File: src/rtl/vm_change_dispenser.sv
// Change dispenser: accepts a change amount over valid/ready and pays it out greedily
// as timed eject2/eject1 coin pulses. Optional running tally of paid units: VM_CHG_TALLY_EN.
module vm_change_dispenser #(
    parameter int unsigned PULSE_W = 2,
    parameter int unsigned GAP_W   = 1
) (
    input  logic       clk,
    input  logic       rst,
    input  logic       chg_valid,
    input  logic [3:0] chg_amt,
    output logic       chg_ready,
`ifdef VM_CHG_TALLY_EN
    output logic [7:0] tally,
`endif
    output logic       eject2,
    output logic       eject1,
    output logic       busy,
    output logic       done
);

    // Handshake: a change amount transfers on a rising edge where chg_valid && chg_ready;
    // chg_ready is high only in IDLE, and the source must hold chg_amt until then.
    typedef enum logic [1:0] {
        S_IDLE  = 2'd0,
        S_PULSE = 2'd1,
        S_GAP   = 2'd2,
        S_DONE  = 2'd3
    } state_t;

    localparam logic [3:0] PULSE_LD = 4'(PULSE_W);
    localparam logic [3:0] GAP_LD   = 4'(GAP_W);

    state_t     state_q, state_d;
    logic [3:0] timer_q, timer_d;
    logic [2:0] n2_q, n2_d;
    logic       n1_q, n1_d;
    logic       ready_q, ready_d;
    logic       eject2_q, eject2_d;
    logic       eject1_q, eject1_d;
    logic       busy_q, busy_d;
    logic       done_q, done_d;
`ifdef VM_CHG_TALLY_EN
    logic [7:0] tally_q, tally_d;
`endif

    always_comb begin
        state_d = state_q;
        timer_d = timer_q;
        n2_d    = n2_q;
        n1_d    = n1_q;
`ifdef VM_CHG_TALLY_EN
        tally_d = tally_q;
`endif
        case (state_q)
            S_IDLE: begin
                if (chg_valid && ready_q) begin
                    n2_d = chg_amt[3:1];
                    n1_d = chg_amt[0];
                    if (chg_amt == 4'd0) begin
                        state_d = S_DONE;
                    end else begin
                        state_d = S_PULSE;
                        timer_d = PULSE_LD;
                    end
                end
            end
            S_PULSE: begin
                timer_d = timer_q - 4'd1;
                if (timer_q == 4'd1) begin
                    // The coin is counted as paid on its last high cycle.
                    if (n2_q != 3'd0) begin
                        n2_d = n2_q - 3'd1;
`ifdef VM_CHG_TALLY_EN
                        tally_d = tally_q + 8'd2;
`endif
                    end else begin
                        n1_d = 1'b0;
`ifdef VM_CHG_TALLY_EN
                        tally_d = tally_q + 8'd1;
`endif
                    end
                    state_d = S_GAP;
                    timer_d = GAP_LD;
                end
            end
            S_GAP: begin
                timer_d = timer_q - 4'd1;
                if (timer_q == 4'd1) begin
                    if ((n2_q != 3'd0) || n1_q) begin
                        state_d = S_PULSE;
                        timer_d = PULSE_LD;
                    end else begin
                        state_d = S_DONE;
                    end
                end
            end
            S_DONE: begin
                state_d = S_IDLE;
            end
            default: begin
                state_d = S_IDLE;
            end
        endcase

        // Outputs are decoded from the next state so they appear registered.
        ready_d  = (state_d == S_IDLE);
        busy_d   = (state_d != S_IDLE);
        done_d   = (state_d == S_DONE);
        eject2_d = (state_d == S_PULSE) && (n2_d != 3'd0);
        eject1_d = (state_d == S_PULSE) && (n2_d == 3'd0);
    end

    always_ff @(posedge clk) begin
        if (rst) begin
            state_q  <= S_IDLE;
            timer_q  <= 4'd0;
            n2_q     <= 3'd0;
            n1_q     <= 1'b0;
            ready_q  <= 1'b1;
            eject2_q <= 1'b0;
            eject1_q <= 1'b0;
            busy_q   <= 1'b0;
            done_q   <= 1'b0;
`ifdef VM_CHG_TALLY_EN
            tally_q  <= 8'd0;
`endif
        end else begin
            state_q  <= state_d;
            timer_q  <= timer_d;
            n2_q     <= n2_d;
            n1_q     <= n1_d;
            ready_q  <= ready_d;
            eject2_q <= eject2_d;
            eject1_q <= eject1_d;
            busy_q   <= busy_d;
            done_q   <= done_d;
`ifdef VM_CHG_TALLY_EN
            tally_q  <= tally_d;
`endif
        end
    end

    assign chg_ready = ready_q;
    assign eject2    = eject2_q;
    assign eject1    = eject1_q;
    assign busy      = busy_q;
    assign done      = done_q;
`ifdef VM_CHG_TALLY_EN
    assign tally     = tally_q;
`endif

endmodule

File: config.mk
export PLATFORM = sky130hd
export DESIGN_NAME = vm_change_dispenser
export DESIGN_NICKNAME = d
export VERILOG_FILES = /design/src/rtl/vm_change_dispenser.sv
export SDC_FILE = /design/constraint.sdc
export NUM_CORES = 1
export LEC_CHECK = 0
export BUFFER_PORTS_ARGS = -buffer_cell sky130_fd_sc_hd__buf_2
export CORE_AREA = 4 4 54 56
export CTS_BUF_LIST = sky130_fd_sc_hd__clkbuf_8
export DETAILED_ROUTE_END_ITERATION = 16
export DIE_AREA = 0 0 58 60
export SETUP_SLACK_MARGIN = 0.05
export SLEW_MARGIN = 20
export SYNTH_ARGS = -nofsm -noshare
export SYNTH_HDL_FRONTEND = slang
export SYNTH_SLANG_ARGS = --single-unit
File: constraint.sdc
create_clock -name clk -period 1.7 [get_ports clk]
set_input_delay 0.34 -clock clk [delete_from_list [all_inputs] [get_ports clk]]
set_output_delay 0.34 -clock clk [all_outputs]
set_load 0.01 [all_outputs]
==> reports/metrics.csv <==
stage,metric,value,unit
cells_and_area,final_common_cell,buf_4,
sta,max_slew_margin,69.1,%
cells_and_area,regArea,307,um2
setup_path,reg2reg_depth,7,
sta,slew_violations,0,
cells_and_area,design_area,1390,um2
floorplan,core-area,2430,um2
cells_and_area,syn_to_final_growth,44.7,%
synth,ys_seq_area_share,31.3,%
status,failed_checks,negative setup slack,
setup_path,critPathCaptureType,register,
clock_network,root_buffer,clkbuf_8,
sta,fmax,532,MHz
placed_design,place_congestion,0.822,
power,p_per_area,1660,nW/um2
detailed_routing,drc_errors,0,
synth,synth_cells,109,
setup_path,cp-start-kind,register,
synth,syn_nets,124,
setup_path,crit_path_end,eject2,
cells_and_area,multiInputGateArea,738,um2
detailed_routing,dr.pass1.iters,4,
cells_and_area,num-fill-cells,223,
floorplan,die_h,60,um
detailed_routing,drt-vias-per-instance,5.39,
placed_design,dpl_cell_area,1210,um2
sta,layout_min_cycle_time,1.88,ns
global_routing,grt_pass1_wl,4250,um
detailed_routing,vias,937,
synth,synth_ff_type,dfxtp_1,
clock_network,cts_sinks,15,
cells_and_area,antenna_cells,0,
global_routing,grt-ovfl-total,0,
detailed_routing,routed_wl,2580,um
clock_network,cts-htree-levels,1,
sta,setup_viol,4,
global_routing,antenna_found_initial,0,
power,leakagePower,0.586,nW
clock_network,clk_pin_slew,0.06,ns
floorplan,die_w,58,um
setup_path,crit_path_start,n2_q[0],
cells_and_area,final_cell_mix,"buf_4 (24), nor2_1 (11), buf_2 (11), dfxtp_1 (10)",
worst_hold_path,hold_class,input port to register,
sta,fin_crit_sh,111,%
status,outcome,finished with violations,
global_routing,grt_pass1_vias,944,
synth,synth_area,960,um2
floorplan,boundaryPins,12,
setup_path,worstPathArrival,2.03,ns
global_routing,grt_max_degree,12,
setup_path,cp_data_required_time,1.84,ns
sta,hold_viol,0,
setup_path,r2r_slack,-0.18,ns
cells_and_area,fin_nets,160,
placed_design,port_buffers,11,
cells_and_area,final_util,57.1,%
synth,yosysWarnings,0,
clock_network,clkLatencyLatePin,0.25,ns
synth,synthTopCellsByArea,"dfxtp_1 (31%), ha_1 (10%), nor2_1 (5.5%), o21ai_0 (3.1%), inv_1 (2.7%)",
sta,worst_slack,-0.181,ns
synth,ys_ff_latch,15,
detailed_routing,detail_route.wl_per_cell,14.8,um
detailed_routing,drtIter0Drc,33,
job,maxCapViolCount,0,
cells_and_area,drive_above_1_share,52.8,%
setup_path,critPathKind,register to register,
synth,synth_edf_count,0,
clock_network,cts_tree,yes,
global_routing,grt_usage,16.1,%
placed_design,dpl.hpwl,1890,um
setup_path,rr_endpoint,eject2,
floorplan,dieArea,3480,um2
detailed_routing,postRouteAntennaNets,0,
clock_network,cts_hold_buf,0,
sta,tightest_slew,0.459,ns
clock_network,cts_made_buffers,3,
clock_network,ctsLongestPathBuffers,2,
power,ir_drop,848,uV
synth,synth_async_sr_flop_share,0,%
setup_path,cp_max_fo,2,
synth,synth_largest_area_cell,dfxtp_1,
sta,rsz0062_at_grt,true,
floorplan,start_util,39.5,%
setup_path,timing.rr.start,n2_q[0],
floorplan,row_count,18,
synth,syn_avg_cell_area,8.80,um2
synth,synth_cell_type_count,47,
sta,clock-skew-final,0.00739,ns
synth,synth_top_area_share,31.3,%
[state kept, by name, indices dropped and copies added, names as in the netlist]
name and flops:
done 1, busy 1, chg_ready 1, timer_q 4
n2_q 3, n1_q 1, eject1 1, eject2 1
state_q 2
[cells by family after synthesis]
kind of cell / synth area share (%)
multiplexers: 1.17
adder cells (fa/ha/maj): 10.4
flip-flops: 31.3
buffers and inverters: 5.74
AO/OA/AOI/OAI: 21.6
AND/OR/NAND/NOR: 29.7
[stage by stage]
step | worst slack, ns | std cells | setup TNS [ns] | hold WS (ns) | total power [W]
6_report | -0.181 | 174 | -0.411 | 0.393 | 0.00231
5_1_grt | -0.254 | 174 | -1.14 | 0.410 | 0.00248
4_1_cts | -0.177 | 173 | -0.398 | 0.379 | 0.00217
3_5_place_dp | -0.248 | 167 | -0.788 | 0.525 | 0.00176
3_3_place_gp | -0.192 | 167 | -0.563 | 0.526 | 0.00174
2_1_floorplan | -0.130 | 109 | -0.173 | 0.459 | 0.00132
[timing repair]
action,in CTS,in global routing
cloned,0,0
setup buffers,2,2
hold endpoints to repair,0,0
gates resized for setup,12,15
endpoints found under the setup margin,12,13
pin swaps,6,8
[how the worst min path moves through the flow]
| stage | cells past startpoint | start | slack, ns | end |
|---|---|---|---|---|
| 6_report | 3 | chg_amt[0] | 0.39 | n1_q |
| 5_1_grt | 2 | rst | 0.41 | n2_q[2] |
| 4_1_cts | 3 | chg_amt[3] | 0.38 | n2_q[2] |
| 3_5_place_dp | 2 | n1_q | 0.53 | n1_q |
| 3_3_place_gp | 2 | n1_q | 0.53 | n1_q |
| 2_1_floorplan | 2 | n1_q | 0.46 | n1_q |
[synthesized netlist by cell type, drive strengths merged, types with 2 or more instances]
cell    count
dfxtp      15
nor2       14
ha          8
inv         7
a21oi       6
o21ai       6
nor2b       5
buf         4
nand2       3
nand3       3
a211oi      2
a22o        2
nand4       2
nor3        2
nor3b       2
nor4        2
nor4bb      2
o22ai       2
o31ai       2
or3b        2
[worst max-delay path: stages, from the launching register on]
cell and delay (ns):
dfxtp_2 0.32, inv_2 0.07, ha_4 0.13, nor4bb_4 0.28, mux2_4 0.32, a222oi_1 0.35
nand3_1 0.16, nor2b_4 0.14
[final cells by class]
cell class | count | share of cell area [%]
multi-input combinational | 83 | 53.2
sequential | 15 | 22.1
timing repair buffer | 35 | 16.9
clock buffer | 3 | 2.97
tap | 30 | 2.70
inverter | 7 | 1.89
clock inverter | 1 | 0.270
[power breakdown]
part,internal (W),total [W],switching (W)
clock,0.000160,0.000290,0.000130
combinational,0.000760,0.00145,0.000691
sequential,0.000474,0.000565,0.0000904
[per-layer routing]
metal  track usage (%)  part of all wire [%]  vias up  wire (um)
met3              3.02                   3.4        4         89
met2              25.6                    49       23       1270
met1              20.8                    46      444       1190
li1                  -                     -      466          -
met4              7.95                   1.3        0         34
met5                 0                     0        -          0
(Power assumes the default switching activity.)
